--- config.mk ---
export PLATFORM = sky130hd
export DESIGN_NAME = food_consumer_flat
export DESIGN_NICKNAME = d
export VERILOG_FILES = /design/src/rtl/maze_pkg.sv /design/src/rtl/food_consumer_if.sv /design/src/rtl/food_consumer_sat_add.sv /design/src/rtl/food_consumer.sv /design/src/flat_wrapper.sv
export SDC_FILE = /design/constraint.sdc
export NUM_CORES = 1
export LEC_CHECK = 0
export CORE_AREA = 2 2 246 248
export CTS_CLUSTER_DIAMETER = 40
export CTS_CLUSTER_SIZE = 20
export DETAILED_ROUTE_END_ITERATION = 10
export DIE_AREA = 0 0 248 250
export DONT_BUFFER_PORTS = 1
export SETUP_SLACK_MARGIN = 0.5
export SYNTH_ARGS = -nofsm -noshare
export SYNTH_HDL_FRONTEND = slang
export SYNTH_SLANG_ARGS = --single-unit
--- constraint.sdc ---
create_clock -name clk -period 9.4 [get_ports clk]
set_input_delay 0.94 -clock clk [delete_from_list [all_inputs] [get_ports clk]]
set_output_delay 0.94 -clock clk [all_outputs]
set_load 0.01 [all_outputs]
--- src/rtl/maze_pkg.sv ---
// rtl/maze_pkg.sv - shared maze constants, food cell encoding and consumer state type
package maze_pkg;
  localparam int CELLS = 150;
  localparam int FOOD_NORMAL_BIT = 0;
  localparam int FOOD_RARE_BIT = 1;
  localparam int NORMAL_POINTS = 1;
  localparam int RARE_POINTS = 10;

  typedef enum logic [1:0] {
    S_WAIT,
    S_COUNT,
    S_PLAY,
    S_CLEAR
  } state_e;
endpackage

--- src/rtl/food_consumer_if.sv ---
// rtl/food_consumer_if.sv - player move handshake between maze controller and food consumer
interface food_consumer_if;
  logic       move_valid;
  logic [7:0] move_pos;
  logic       move_ready;

  modport master (output move_valid, output move_pos, input move_ready);
  modport slave  (input move_valid, input move_pos, output move_ready);
endinterface

--- src/rtl/food_consumer_sat_add.sv ---
// rtl/food_consumer_sat_add.sv - unsigned adder that clamps to all-ones on overflow
module sat_add #(
  parameter int W = 8
) (
  input  logic [W-1:0] a_i,
  input  logic [W-1:0] b_i,
  output logic [W-1:0] y_o
);
  logic [W:0] sum;

  always_comb begin
    sum = {1'b0, a_i} + {1'b0, b_i};
    y_o = sum[W] ? '1 : sum[W-1:0];
  end
endmodule

--- src/rtl/food_consumer.sv ---
// rtl/food_consumer.sv - counts generated food, eats it on player moves, tracks score and level clear
// Optional per-type eaten counters: FOOD_CONSUMER_STATS_EN
module food_consumer
  import maze_pkg::*;
#(
  parameter int CELLS         = maze_pkg::CELLS,
  parameter int NORMAL_POINTS = maze_pkg::NORMAL_POINTS,
  parameter int RARE_POINTS   = maze_pkg::RARE_POINTS,
  parameter int SCORE_W       = 16
) (
  input  logic                 clk,
  input  logic                 rst,
  input  logic [2*CELLS-1:0]   food_i,
  input  logic                 gen_busy_i,
  food_consumer_if.slave       mv,
  output logic [2*CELLS-1:0]   food_visible_o,
  output logic [SCORE_W-1:0]   score_o,
  output logic [7:0]           remaining_o,
  output logic                 eat_pulse_o,
  output logic                 rare_pulse_o,
  output logic                 level_clear_o
`ifdef FOOD_CONSUMER_STATS_EN
  ,
  output logic [7:0]           eaten_normal_o,
  output logic [7:0]           eaten_rare_o
`endif
);
  localparam int IDX_W = $clog2(2 * CELLS);
  localparam logic [7:0] CELLS_B = 8'(CELLS);
  localparam logic [7:0] LAST_IDX = 8'(CELLS - 1);
  localparam logic [SCORE_W-1:0] NORMAL_P = SCORE_W'(NORMAL_POINTS);
  localparam logic [SCORE_W-1:0] RARE_P = SCORE_W'(RARE_POINTS);

  state_e               state_q;
  logic [7:0]           scan_idx_q;
  logic [7:0]           remaining_q;
  logic [CELLS-1:0]     eaten_q;
  logic [SCORE_W-1:0]   score_q;
  logic                 eat_pulse_q;
  logic                 rare_pulse_q;
  logic                 level_clear_q;
  logic                 move_ready_q;

  logic [IDX_W-1:0]     scan_base;
  logic [IDX_W-1:0]     move_base;
  logic [1:0]           scan_cell;
  logic [1:0]           move_cell;
  logic [7:0]           count_d;
  logic                 pos_ok;
  logic [7:0]           pos_sel;
  logic                 hit;
  logic                 is_rare;
  logic [SCORE_W-1:0]   points;
  logic [SCORE_W-1:0]   score_d;

  // Out-of-range positions are steered to cell 0 so indexing stays in bounds; pos_ok vetoes them.
  always_comb begin
    scan_base = IDX_W'({scan_idx_q, 1'b0});
    scan_cell = food_i[scan_base +: 2];
    count_d   = remaining_q + {7'b0, |scan_cell};
    pos_ok    = mv.move_pos < CELLS_B;
    pos_sel   = pos_ok ? mv.move_pos : 8'd0;
    move_base = IDX_W'({pos_sel, 1'b0});
    move_cell = food_i[move_base +: 2];
    is_rare   = move_cell[FOOD_RARE_BIT];
    hit       = mv.move_valid && pos_ok && !eaten_q[pos_sel] &&
                (move_cell[FOOD_NORMAL_BIT] | move_cell[FOOD_RARE_BIT]);
    points    = is_rare ? RARE_P : NORMAL_P;
  end

  sat_add #(.W(SCORE_W)) u_score (.a_i(score_q), .b_i(points), .y_o(score_d));

`ifdef FOOD_CONSUMER_STATS_EN
  logic [7:0] eaten_normal_q, eaten_rare_q, eaten_normal_d, eaten_rare_d;
  sat_add #(.W(8)) u_norm_cnt (.a_i(eaten_normal_q), .b_i(8'd1), .y_o(eaten_normal_d));
  sat_add #(.W(8)) u_rare_cnt (.a_i(eaten_rare_q), .b_i(8'd1), .y_o(eaten_rare_d));
  assign eaten_normal_o = eaten_normal_q;
  assign eaten_rare_o   = eaten_rare_q;
`endif

  always_ff @(posedge clk) begin
    if (rst) begin
      state_q       <= S_WAIT;
      scan_idx_q    <= 8'd0;
      remaining_q   <= 8'd0;
      eaten_q       <= '0;
      score_q       <= '0;
      eat_pulse_q   <= 1'b0;
      rare_pulse_q  <= 1'b0;
      level_clear_q <= 1'b0;
      move_ready_q  <= 1'b0;
`ifdef FOOD_CONSUMER_STATS_EN
      eaten_normal_q <= 8'd0;
      eaten_rare_q   <= 8'd0;
`endif
    end else begin
      eat_pulse_q  <= 1'b0;
      rare_pulse_q <= 1'b0;
      case (state_q)
        S_WAIT: begin
          if (!gen_busy_i) state_q <= S_COUNT;
        end
        S_COUNT: begin
          scan_idx_q  <= scan_idx_q + 8'd1;
          remaining_q <= count_d;
          if (scan_idx_q == LAST_IDX) begin
            if (count_d != 8'd0) begin
              state_q      <= S_PLAY;
              move_ready_q <= 1'b1;
            end else begin
              state_q       <= S_CLEAR;
              level_clear_q <= 1'b1;
            end
          end
        end
        S_PLAY: begin
          if (hit) begin
            eaten_q[pos_sel] <= 1'b1;
            remaining_q      <= remaining_q - 8'd1;
            score_q          <= score_d;
            rare_pulse_q     <= is_rare;
            eat_pulse_q      <= !is_rare;
`ifdef FOOD_CONSUMER_STATS_EN
            if (is_rare) eaten_rare_q <= eaten_rare_d;
            else eaten_normal_q <= eaten_normal_d;
`endif
            if (remaining_q == 8'd1) begin
              state_q       <= S_CLEAR;
              move_ready_q  <= 1'b0;
              level_clear_q <= 1'b1;
            end
          end
        end
        S_CLEAR: begin
          move_ready_q  <= 1'b0;
          level_clear_q <= 1'b1;
        end
        default: state_q <= S_WAIT;
      endcase
    end
  end

  always_comb begin
    food_visible_o = '0;
    for (int i = 0; i < CELLS; i++) begin
      food_visible_o[2*i +: 2] = food_i[2*i +: 2] & {2{~eaten_q[i]}};
    end
  end

  assign mv.move_ready   = move_ready_q;
  assign score_o         = score_q;
  assign remaining_o     = remaining_q;
  assign eat_pulse_o     = eat_pulse_q;
  assign rare_pulse_o    = rare_pulse_q;
  assign level_clear_o   = level_clear_q;
endmodule

--- src/flat_wrapper.sv ---
// flat-port wrapper written by rule: the top's interface ports become plain ports
module food_consumer_flat import maze_pkg::*;
#(
  parameter int CELLS         = maze_pkg::CELLS,
  parameter int NORMAL_POINTS = maze_pkg::NORMAL_POINTS,
  parameter int RARE_POINTS   = maze_pkg::RARE_POINTS,
  parameter int SCORE_W       = 16
)
  (clk, rst, food_i, gen_busy_i, food_visible_o, score_o, remaining_o, eat_pulse_o, rare_pulse_o, level_clear_o, mv_move_valid, mv_move_pos, mv_move_ready);
  food_consumer_if mv_i ();
  input  logic clk;
  input  logic rst;
  input  logic [2*CELLS-1:0] food_i;
  input  logic gen_busy_i;
  output logic [2*CELLS-1:0] food_visible_o;
  output logic [SCORE_W-1:0] score_o;
  output logic [7:0] remaining_o;
  output logic eat_pulse_o;
  output logic rare_pulse_o;
  output logic level_clear_o;
  input wire logic [$bits(mv_i.move_valid)-1:0] mv_move_valid;
  input wire logic [$bits(mv_i.move_pos)-1:0] mv_move_pos;
  output wire logic [$bits(mv_i.move_ready)-1:0] mv_move_ready;
  assign mv_i.move_valid = mv_move_valid;
  assign mv_i.move_pos = mv_move_pos;
  assign mv_move_ready = mv_i.move_ready;
  food_consumer #(.CELLS(CELLS), .NORMAL_POINTS(NORMAL_POINTS), .RARE_POINTS(RARE_POINTS), .SCORE_W(SCORE_W)) u_core (.clk(clk), .rst(rst), .food_i(food_i), .gen_busy_i(gen_busy_i), .mv(mv_i), .food_visible_o(food_visible_o), .score_o(score_o), .remaining_o(remaining_o), .eat_pulse_o(eat_pulse_o), .rare_pulse_o(rare_pulse_o), .level_clear_o(level_clear_o));
endmodule
# ---- After elaboration in Yosys (flattened, before gate mapping)
# Cells that the tools add are included.
dict set report totals {
  output_inout_bits 328
  word_cells 376
  input_bits 312
  ff_bits 188
}
dict set report op_classes {
  n_eq_ne 11
  magnitude_cmp 3
  n_bitwise 304
  n_reduce_logical 18
  muxes 25
  addsub 4
  shift 2
}
# operator n
set op_table {}
lappend op_table {{indexed part select 300 x 10 -> 2 bit} 2}
lappend op_table {{bitwise AND 2 bit} 150}
lappend op_table {{inverter 1 bit} 152}
lappend op_table {{bitwise OR 150 bit} 1}
lappend op_table {{adder 16 x 16 -> 17 bit} 1}
lappend op_table {{2-to-1 mux 16 bit} 1}
lappend op_table {{2-to-1 mux 8 bit} 2}
lappend op_table {{one-hot mux 8 bit (2 select lines)} 1}
lappend op_table {{AND reduction 5 bit} 3}
lappend op_table {{2-to-1 mux 1 bit} 11}
lappend op_table {{< comparator 8 x 9 -> 1 bit, second input constant} 1}
lappend op_table {{adder 8 x 1 -> 8 bit} 1}
lappend op_table {{adder 8 x 1 -> 8 bit, second input constant} 1}
lappend op_table {{binary-select mux 1 bit (select 8 bit)} 1}
lappend op_table {{demux 1 bit (select 8 bit)} 1}
lappend op_table {{== test 8 x 1 -> 1 bit, second input constant} 1}
lappend op_table {{== test 8 bit, second input constant} 1}
lappend op_table {{greater-or-equal comparator 8 x 1 -> 1 bit, second input constant} 1}
lappend op_table {{< comparator 8 bit, second input constant} 1}
lappend op_table {{2-to-1 mux 2 bit} 4}
lappend op_table {{!= test 2 x 1 -> 1 bit, second input constant} 4}
lappend op_table {{nonzero test 8 bit} 1}
lappend op_table {{subtractor 8 x 1 -> 8 bit, second input constant} 1}
lappend op_table {{one-hot mux 1 bit (3 select lines)} 2}
lappend op_table {{other kinds (14)} 22}

# ---- Longest topological paths before layout
# Gate-level depths: netlist of run 1.
dict set report depth {
  ltp_word 9
  mapped_depth 27
}

# ---- Hierarchy
# Synthesis of run 1 repeated with hierarchy kept, for this count alone.
dict set report unflattened {
  hier_cells 2105
  hier_area_um2 15822.7
}
# module cells_per_inst area_each_um2 n_inst
set modules_own_cells {}
lappend modules_own_cells {food_consumer 1991 15024.4 1}
lappend modules_own_cells {sat_add 114 798.3 1}

# ---- Worst setup path before layout of run 1
# No wires, ideal clock.
dict set report synth_path {
  path_type {input port to flip-flop}
  startpoint {in mv_move_pos[3]}
  endpoint {reg u_core.score_q[4], in the netlist u_core.score_o[4]}
  arrival_ns 4.949
  path_slack_ns 4.360
  path_buffers 3
  cell_stages 23
  setup_ns 0.091
  cell_sequence {buf_2 a21o_1 buf_2 a21oi_2 mux2_2 a2111oi_0 a221o_1 nor3_1 and4_1 buf_2 inv_1 ha_1 inv_1 fa_1 nor2b_1 a21o_1 nor2b_1 nand3_1 nor2_1 nand4_1 inv_1 nor2_2 a311oi_1}
}
dict set report synth_between {
  elab_cells_between_ends 14
  cone_classes {1 x add/sub; 1 x order compare; 1 x shift; 5 x mux; 1 x bitwise; 5 x reduce/logical}
}
# element line_no
set synth_rtl {}
lappend synth_rtl {{start, declared} flat_wrapper.sv:22} ;# input wire logic [$bits(mv_i.move_pos)-1:0] mv_move_pos;
lappend synth_rtl {{< comparator 8 bit} food_consumer.sv:61} ;# pos_ok = mv.move_pos < CELLS_B;
lappend synth_rtl {{2-to-1 mux 8 bit *} food_consumer.sv:62} ;# pos_sel = pos_ok ? mv.move_pos : 8'd0;
lappend synth_rtl {{indexed part select 300 x 10 -> 2 bit *} food_consumer.sv:64} ;# move_cell = food_i[move_base +: 2];
lappend synth_rtl {{net u_core.move_cell[1]} food_consumer.sv:47} ;# logic [1:0] move_cell;
lappend synth_rtl {{2-to-1 mux 4 bit *} food_consumer.sv:68} ;# points = is_rare ? RARE_P : NORMAL_P;
lappend synth_rtl {{net u_core.points[0]} food_consumer.sv:53} ;# logic [SCORE_W-1:0] points;
lappend synth_rtl {{adder 16 x 16 -> 17 bit *} food_consumer_sat_add.sv:12} ;# sum = {1'b0, a_i} + {1'b0, b_i};
lappend synth_rtl {{2-to-1 mux 16 bit *} food_consumer_sat_add.sv:13} ;# y_o = sum[W] ? '1 : sum[W-1:0];
lappend synth_rtl {{end signal, assigned} food_consumer.sv:120} ;# score_q <= score_d;
lappend synth_rtl {{end, declared} food_consumer.sv:38} ;# logic [SCORE_W-1:0] score_q;
# Mark *: on every way through the listed nets, which the timed path passes. The rest lies on a longest branch. The select of a mux whose other input is x is not followed.
# A chain may end at the register's enable or synchronous reset.

# ---- Final worst setup path of run 1
dict set report layout_path {
  startpoint {in mv_move_pos[1]}
  endpoint {reg u_core.score_q[4], in the netlist u_core.score_o[4]}
}
dict set report layout_between {
  elab_cells_between_ends 14
  cone_classes {1 x add/sub; 1 x order compare; 1 x shift; 5 x mux; 1 x bitwise; 5 x reduce/logical}
}
# element line_no
set layout_rtl {}
lappend layout_rtl {{< comparator 8 bit} food_consumer.sv:61}
lappend layout_rtl {{2-to-1 mux 8 bit *} food_consumer.sv:62}
lappend layout_rtl {{indexed part select 300 x 10 -> 2 bit *} food_consumer.sv:64}
lappend layout_rtl {{2-to-1 mux 4 bit *} food_consumer.sv:68}
lappend layout_rtl {{net u_core.points[0]} food_consumer.sv:53}
lappend layout_rtl {{adder 16 x 16 -> 17 bit *} food_consumer_sat_add.sv:12}
lappend layout_rtl {{2-to-1 mux 16 bit *} food_consumer_sat_add.sv:13}
# Marks and branches as above.

==> results.yml, run 1 <==
synthesis:
  synthCells: 2103
  synth_edf_count: 0
  ys_ff_latch: 188
  yosysWarnings: 0
  yosysTopAreaCellShare_pct: 24.18
  yosysSeqAreaShare_pct: 24.18
  synth.distinct_cells: 86
  yosys.cell_count.top_type: "nor2b_1"
  syn_nets: 2431
  netlist_top_cells_area: "dfxtp_1 24%, nor2b_1 12%, a21oi_1 8.8%"
  synth_top_cells_by_count: "297 x nor2b_1, 279 x nor2_1, 273 x a21oi_1"
  synth_area_um2: 15570
  synth_top_flop_cell: "dfxtp_1"
  async_flop_share_pct: 0
  syn-mean-instance-area_um2: 7.402
  synth_area_leader_cell: "dfxtp_1"
power_and_ir_drop:
  p_per_area_nw_per_um2: 156.2
  leakagePower_nw: 5.736
  peakVddDrop_mv: 0.1162
layout:
  fin_cells: 2810
  fin_nets: 2339
  syn_to_final_growth_pct: 7.451
  fillCellCount: 6520
  drive_above_1_share_pct: 8.745
  regArea_um2: 3771
  multi_input_area_um2: 10770
clock_network:
  clock-sinks: 188
  cts_hold_buf: 0
  postCtsSetupBuffers: 0
  path_clk_slew_ps: 80
  cts_buffer_depth: 2
  cts_tree: "done"
  cts-root-buf: "clkbuf_16"
  h-tree-depth: 4
  numCtsBuffers: 17
  cts_resized: 0
  worstSkewPairLatency_ps: 510
setup_path:
  critPathArrivalTime_ps: 7020
  required_ps: 9820
  worstPathMaxFanout: 116
  crit_type: "in2reg"
  start_kind: "primary input"
  cp-end-kind: "flop"
floorplanning:
  die-area_um2: 62000
  core_area_um2: 59570
  initial_core_util_pct: 26.13
  rows: 90
  die_h_um: 250
  ioPinCount: 640
  fp.dieW_um: 248
sta:
  maxSlewHeadroom_pct: 19.78
  fin_crit_ps: 6600
  slew_viol_final: 0
  fmax_mhz: 151.5
  min_period_over_period_pct: 70.21
  rsz0062_at_grt: "no"
  clock-skew-final_ps: 17.28
  worst_pin_slew_ps: 1202
  setup_viol: 0
  setup_tns_ps: 0
  final-hold-violation-count: 0
drt:
  finalWirelength_um: 97920
  ant_nets: 0
  first_iter_violations: 2353
  vias: 17550
  met2WireLength_um: 44860
  drc_errors: 0
  wl_met3_um: 9429
  highest_layer: "met5"
  drt_pass1_iterations: 5
  met1_length_um: 38740
  via_per_inst: 6.246
  post_drt_wl_per_cell_um: 34.85
hold_path:
  hold_class: "reg2reg"
placement:
  hpwl_um: 74200
  port-buffer-count: 0
  gp_congestion: 0.9534
  placedCellCount: 2774
global_route:
  antenna_found_initial: 4
  grt-ovfl-total: 0
  first_global_vias: 16100
  grt_pass1_wl_um: 130000
  grt_max_degree: 191
  grt_usage_pct: 30.14
outcome:
  outcome: "complete, no violations"
run:
  maxCapViolCount: 0
-- placed cells by master, fill, tap and decap left out, types with 15 or more instances in the layout --
cell	netlist	routed
mux2i_1	73	73
a31oi_1	22	22
dfxtp_1	188	186
a221oi_1	27	27
o22ai_1	38	38
nand2b_1	18	18
ha_1	15	15
nor3_1	91	87
nor2_1	279	270
clkbuf_16	0	17
inv_1	79	79
a211oi_1	58	56
o21ai_0	49	49
buf_4	19	44
mux2_2	28	28
nand2_1	108	108
a22oi_1	26	26
nand3_1	25	25
mux4_2	23	23
nor2b_1	297	296
a21oi_1	273	273
-- final cells by class --
| cell class | count | area share, % |
|---|---|---|
| Multi-Input combinational cell | 1680 | 64.39 |
| Tap cell | 782 | 5.849 |
| Clock buffer | 19 | 2.648 |
| Clock inverter | 13 | 0.7405 |
| Antenna cell | 4 | 0.05984 |
| Timing Repair Buffer | 44 | 1.975 |
| Inverter | 80 | 1.795 |
| Sequential cell | 188 | 22.54 |
-- cells by family after synthesis --
kind of cell	share of synthesized area, %
fa+ha+maj	1.334
compound gates	26.95
mux	10.05
buf+inv	7.338
simple gates	29.65
flops	24.18
xor+xnor	0.5064
-- flip-flops by register name, indices dropped and copies added (netlist names) --
name,count
u_core.eaten_q,150
u_core.score_o,16
u_core.remaining_o,8
u_core.scan_idx_q,8
u_core.state_q,2
u_core.eat_pulse_o,1
u_core.level_clear_o,1
u_core.mv.move_ready,1
u_core.rare_pulse_o,1
-- power by group --
group	total (mW)	switching, mW	internal (mW)
logic	0.929	0.605	0.324
clock network	0.759	0.402	0.357
registers	0.924	0.105	0.819
-- routing by layer --
layer | global-route usage (%) | vias up
li1 | - | 7408
met1 | 37.99 | 8657
met5 | 0 | -
met4 | 13.14 | 4
met2 | 48.40 | 1280
met3 | 7.399 | 201
-- through the flow --
stage | setup slack [ps] | area (µm²) | utilization, % | total power, mW | hold WS [ps]
2_1_floorplan | 4360 | 15570 | - | 1.576 | 449.3
3_3_place_gp | 2667 | 16150 | 27.11 | 1.853 | 471.6
3_5_place_dp | 2483 | 16150 | 27.11 | 1.855 | 483.4
4_1_cts | 2980 | 16720 | 28.06 | 2.610 | 468.3
5_1_grt | 2420 | 16720 | 28.07 | 2.714 | 496.8
6_report | 2800 | 16730 | 28.08 | 2.612 | 490.4
-- critical path, cell delays in order --
cell and delay (ps):
a21o_1 390, a21oi_4 770, buf_4 510, mux2_2 380, a2111oi_0 340, a221o_1 230
nor3_1 90, and4_1 230, buf_4 190, inv_1 130, ha_1 200, inv_1 60
fa_1 380, nor2b_1 170, a21o_1 190, nor2b_1 250, nand3_1 110, nor2_1 200
nand4_1 410, inv_1 250, nor2_2 110, a311oi_1 300
-- final timing paths --
path | start | end | slack (ps) | cells past startpoint
max | mv_move_pos[1] | u_core.score_o[4] | 2800 | 22
min | u_core.eaten_q[133] | u_core.eaten_q[133] | 490 | 2
max reg2reg | u_core.scan_idx_q[0] | u_core.mv.move_ready | 3290 | 22
min reg2reg | u_core.eaten_q[133] | u_core.eaten_q[133] | 490 | 2
Power figures use the tool's default switching activity.
==> inputs of run 2 (changes only) <==
- clock period: 9.4 -> 6.3 ns (I/O delays scaled with it)
==> results.yml, run 2 (synthesis results as in run 1) <==
outcome:
  outcome: "complete, no violations"
drt:
  drt_pass1_iterations: 7
  vias: 17620
  finalWirelength_um: 99540
  ant_nets: 0
  drc_errors: 0
  via_per_inst: 6.259
  first_iter_violations: 2041
  post_drt_wl_per_cell_um: 35.35
layout:
  largest_reg_flops: 150
  drive_above_1_share_pct: 9.104
  top_register: "u_core.eaten_q"
  syn_to_final_growth_pct: 8.286
  fin_cells: 2816
  fillCellCount: 6515
  final_cell_mix: "296 x nor2b_1, 273 x a21oi_1, 270 x nor2_1"
  fin_nets: 2348
  layout.cells.most_common: "nor2b_1"
power_and_ir_drop:
  pwr-share-clk_pct: 28.5
  power_switching_share_pct: 40.99
  power_frac_seq_pct: 34.5
  peakVddDrop_mv: 0.1578
  switchingPower_mw: 1.608
  power_frac_comb_pct: 37.0
  leakagePower_nw: 5.793
  internal_power_mw: 2.315
  p_per_area_nw_per_um2: 232.7
floorplanning:
  core_area_um2: 59570
  ioPinCount: 640
  die_h_um: 250
  initial_core_util_pct: 26.13
  die-area_um2: 62000
  fp.dieW_um: 248
  rows: 90
sta:
  setup_tns_ps: 0
  clock-skew-final_ps: 18.26
  maxSlewHeadroom_pct: 11.41
  slew_viol_final: 0
  worst_pin_slew_ps: 1327
  setup_viol: 0
  rsz0062_at_grt: "no"
  final-hold-violation-count: 0
  min_period_over_period_pct: 87.26
  fmax_mhz: 181.9
  fin_crit_ps: 5497
placement:
  port-buffer-count: 0
  gp_congestion: 0.9830
  hpwl_um: 76700
  placedCellCount: 2782
setup_path:
  cp-end-kind: "flop"
  worstPathMaxFanout: 147
  start_kind: "primary input"
  slowest_delay_ps: 890
  cp_cell_sequence: "inv_1 > buf_4 > a2bb2oi_1 > o21ai_0 > nand4_1 > nor3_1 > and4_1 > inv_1 > fa_1 > nor2b_1 > a21o_1 > nor2b_1 > nand3_1 > nor2_1 > nand4_1 > inv_1 > nor2_2 > a311oi_1"
  cpMostUsedCell: "inv_1"
  cp_top_family: "simple AND/OR/NAND/NOR gates"
  crit_slowest_cell: "inv_1"
  crit_buf_inv: 4
  critPathArrivalTime_ps: 5880
  required_ps: 6690
  crit_type: "in2reg"
clock_network:
  worstSkewPairLatency_ps: 490
  cts_tree: "done"
  numCtsBuffers: 17
  h-tree-depth: 4
  path_clk_slew_ps: 70
  cts_buffer_depth: 2
  clock-sinks: 188
  cts-root-buf: "clkbuf_16"
hold_path:
  hold_class: "in2reg"
global_route:
  first_global_vias: 16520
  antenna_found_initial: 4
  grt-ovfl-total: 0
  grt_max_degree: 191
  grt_usage_pct: 30.79
  grt_pass1_wl_um: 133300
run:
  maxCapViolCount: 0
## run 2: changes by cell type in the layout (fill, tap and decap cells not counted), moves of 2 or more
cell,change
buf_4,+4
buf_12,+5
inv_6,-2
inv_8,-2
diode_2,-2
## run 2: path summary, 6_finish.rpt
| path | from | slack (ps) | cells past startpoint | to |
|---|---|---|---|---|
| max | mv_move_pos[0] | 800 | 18 | u_core.score_o[4] |
| min | rst | 240 | 1 | u_core.level_clear_o |
| max reg2reg | u_core.scan_idx_q[1] | 940 | 23 | u_core.mv.move_ready |
| min reg2reg | u_core.eaten_q[105] | 500 | 2 | u_core.eaten_q[105] |
## run 2: power by group through the flow
| stage | clock network (mW) | logic, mW | registers, mW |
|---|---|---|---|
| 6_report | 1.12 | 1.45 | 1.35 |
| 3_5_place_dp | 0 | 1.37 | 1.40 |
| 2_1_floorplan | 0 | 1.07 | 1.28 |
| 3_3_place_gp | 0 | 1.37 | 1.39 |
| 5_1_grt | 1.17 | 1.54 | 1.36 |
| 4_1_cts | 1.12 | 1.37 | 1.37 |
## run 2: cell type report
type | instances | area, µm² | share of cell area, %
well taps | 782 | 978.4 | 5.804
clock inverters | 11 | 107.6 | 0.6383
clock buffers | 20 | 456.7 | 2.709
multi-input cells | 1680 | 10780 | 63.94
diodes | 2 | 5.005 | 0.02969
inverters | 80 | 300.3 | 1.781
repair buffers | 53 | 460.4 | 2.731
flip-flops and latches | 188 | 3771 | 22.37
## run 2: metrics by stage
step / setup WS (ps) / util, % / total power, mW / hold WS, ps / area, µm²
3_3_place_gp: 646.1 / 27.30 / 2.761 / 468.0 / 16260
4_1_cts: 980.1 / 28.24 / 3.859 / 220.2 / 16820
5_1_grt: 560.7 / 28.29 / 4.075 / 215.9 / 16850
3_5_place_dp: 493.9 / 27.30 / 2.761 / 483.9 / 16260
2_1_floorplan: 1570 / - / 2.352 / 449.3 / 15570
6_report: 802.6 / 28.30 / 3.923 / 243.8 / 16860
## run 2: what timing repair did
action / in CTS / in global routing
hold buffers: 0 / 0
endpoints found under the setup margin: 0 / 5
setup buffers: 0 / 1
gates resized for setup: 0 / 1
## run 2: per-layer routing
metal,global-route usage (%),vias up,share of wire (%)
met3,7.667,292,9.8
met4,15.79,2,5.9
met2,48.51,1291,45
met1,38.62,8601,39
met5,0,-,0.013
li1,-,7438,-
## run 2: worst reg2reg max path, delay by kind of cell, from the launching register on
| kind | cells | cell delay (ps) |
|---|---|---|
| and+or+nand+nor | 8 | 1300 |
| AOI/OAI and AO/OA | 11 | 2070 |
| DFF | 1 | 710 |
| buffers and inverters | 1 | 350 |
| muxes | 1 | 290 |
| adders and majority gates | 2 | 530 |
==> inputs of run 3 (changes only) <==
- CORE_AREA: 2 2 246 248 -> 2 2 248 250
- DIE_AREA: 0 0 248 250 -> 0 0 250 252
==> results.yml, run 3 (synthesis results as in run 1) <==
sta:
  setup_tns_ps: 0
  fmax_mhz: 179.7
  maxSlewHeadroom_pct: 16.74
  setup_viol: 0
  min_period_over_period_pct: 88.33
  clock-skew-final_ps: 15.07
  slew_viol_final: 0
  fin_crit_ps: 5565
  final-hold-violation-count: 0
  rsz0062_at_grt: "no"
  hold_ws_ps: 237.7
  worst_pin_slew_ps: 1247
power_and_ir_drop:
  peakVddDrop_mv: 0.1609
  leakagePower_nw: 5.818
  power_frac_comb_pct: 36.5
  finalPower_mw: 3.910
  internal_power_mw: 2.321
  switchingPower_mw: 1.590
  p_per_area_nw_per_um2: 231.6
  pwr-share-clk_pct: 28.7
  power_switching_share_pct: 40.65
  power_frac_seq_pct: 34.8
outcome:
  outcome: "complete, no violations"
clock_network:
  cts_hold_buf: 0
  cts_tree: "done"
  h-tree-depth: 4
  worstSkewPairLatency_ps: 480
  cts-root-buf: "clkbuf_16"
  cts_buffer_depth: 2
  path_clk_slew_ps: 80
  clock-sinks: 188
  numCtsBuffers: 17
layout:
  regArea_um2: 3771
  multi_input_area_um2: 10780
  layout.cells.most_common: "nor2b_1"
  fin_nets: 2354
  final_cell_mix: "296 x nor2b_1, 273 x a21oi_1, 272 x nor2_1"
  syn_to_final_growth_pct: 8.447
  fillCellCount: 6593
  final_area_um2: 16880
  largest_reg_flops: 150
  top_register: "u_core.eaten_q"
  drive_above_1_share_pct: 9.225
  fin_cells: 2824
setup_path:
  start_kind: "flop"
  required_ps: 6680
  crit_type: "reg2reg"
  critPathArrivalTime_ps: 5940
  worstPathMaxFanout: 31
  cp-end-kind: "flop"
  reg2reg_depth: 22
drt:
  first_iter_violations: 2277
  ant_nets: 0
  drc_errors: 0
  vias: 17820
  post_drt_wl_per_cell_um: 35.66
  via_per_inst: 6.311
  finalWirelength_um: 100700
  drt_pass1_iterations: 8
floorplanning:
  die_h_um: 252
  fp.dieW_um: 250
  ioPinCount: 640
  rows: 90
  die-area_um2: 63000
  initial_core_util_pct: 25.89
  core_area_um2: 60130
placement:
  placedCellCount: 2784
  place_area_um2: 16250
  port-buffer-count: 0
  hpwl_um: 78160
  gp_congestion: 0.9906
global_route:
  grt_max_degree: 191
  grt_pass1_wl_um: 134400
  grt_usage_pct: 30.30
  first_global_vias: 16220
  grt-ovfl-total: 0
  antenna_found_initial: 9
hold_path:
  whs_path_depth: 1
  hold_class: "in2reg"
run:
  maxCapViolCount: 0
## run 3: cell types whose count changed in the layout (fill, tap and decap cells not counted), sizes merged
| cell | before | now |
|---|---|---|
| inv | 84 | 81 |
| clkinv | 4 | 5 |
| buf | 53 | 59 |
| clkinvlp | 2 | 1 |
| clkbuf | 20 | 23 |
| diode | 2 | 4 |
## run 3: power by group through the flow
stage          clock network, mW  registers, mW  logic, mW
6_report                    1.12           1.36       1.43
3_3_place_gp                   0           1.40       1.32
4_1_cts                     1.12           1.38       1.33
3_5_place_dp                   0           1.40       1.32
2_1_floorplan                  0           1.28       1.07
5_1_grt                     1.17           1.36       1.51
## run 3: layout make-up
| type | count | area share (%) |
|---|---|---|
| Multi-Input combinational cell | 1680 | 63.85 |
| Sequential cell | 188 | 22.34 |
| Tap cell | 782 | 5.796 |
| Timing Repair Buffer | 59 | 2.846 |
| Clock buffer | 23 | 2.831 |
| Inverter | 80 | 1.779 |
| Clock inverter | 8 | 0.5040 |
| Antenna cell | 4 | 0.05929 |
## run 3: per-stage QoR
stage / worst slack, ps / util (%)
2_1_floorplan: 1570 / -
5_1_grt: 563.9 / 28.07
3_3_place_gp: 751.1 / 27.02
6_report: 735.3 / 28.08
4_1_cts: 781.1 / 27.95
3_5_place_dp: 483.9 / 27.02
## run 3: final timing paths
path                                        endpoint                 start  slack, ps
worst max-delay path            u_core.mv.move_ready  u_core.scan_idx_q[0]        740
worst min-delay path               u_core.score_o[3]                   rst        240
worst max register to register  u_core.mv.move_ready  u_core.scan_idx_q[0]        740
worst min register to register    u_core.eaten_q[78]    u_core.eaten_q[78]        500
## run 3: worst max-delay path, stage by stage, from the launching register on
cell and delay, ps:
dfxtp_4 720, o311ai_0 340, o311ai_0 160, o21ai_0 160, o21ai_0 630, nor2_1 80, a211oi_1 450, a211oi_1 100
a211o_1 380, o21ai_0 190, ha_1 300, ha_1 240, nand2_1 80, nor2_1 190, and3_1 170, o21ai_0 80
nor2_1 100, a21oi_1 60, nor4_2 390, a21oi_1 140, mux2_2 300, a31oi_1 140, nor2_1 50
## run 3: what timing repair did
| item | in CTS | in global routing |
|---|---|---|
| buffers inserted | 0 | 5 |
| endpoints found under the setup margin | 0 | 12 |
| resized for setup | 0 | 2 |
## run 3: metal layers
metal  global-route usage, %  routed length (µm)  up-vias
met1                   37.37               39090     8662
li1                        -                   -     7435
met2                   48.15               44910     1414
met3                   8.996               11100      302
met4                   14.87                5546        8
met5                       0                  52        -
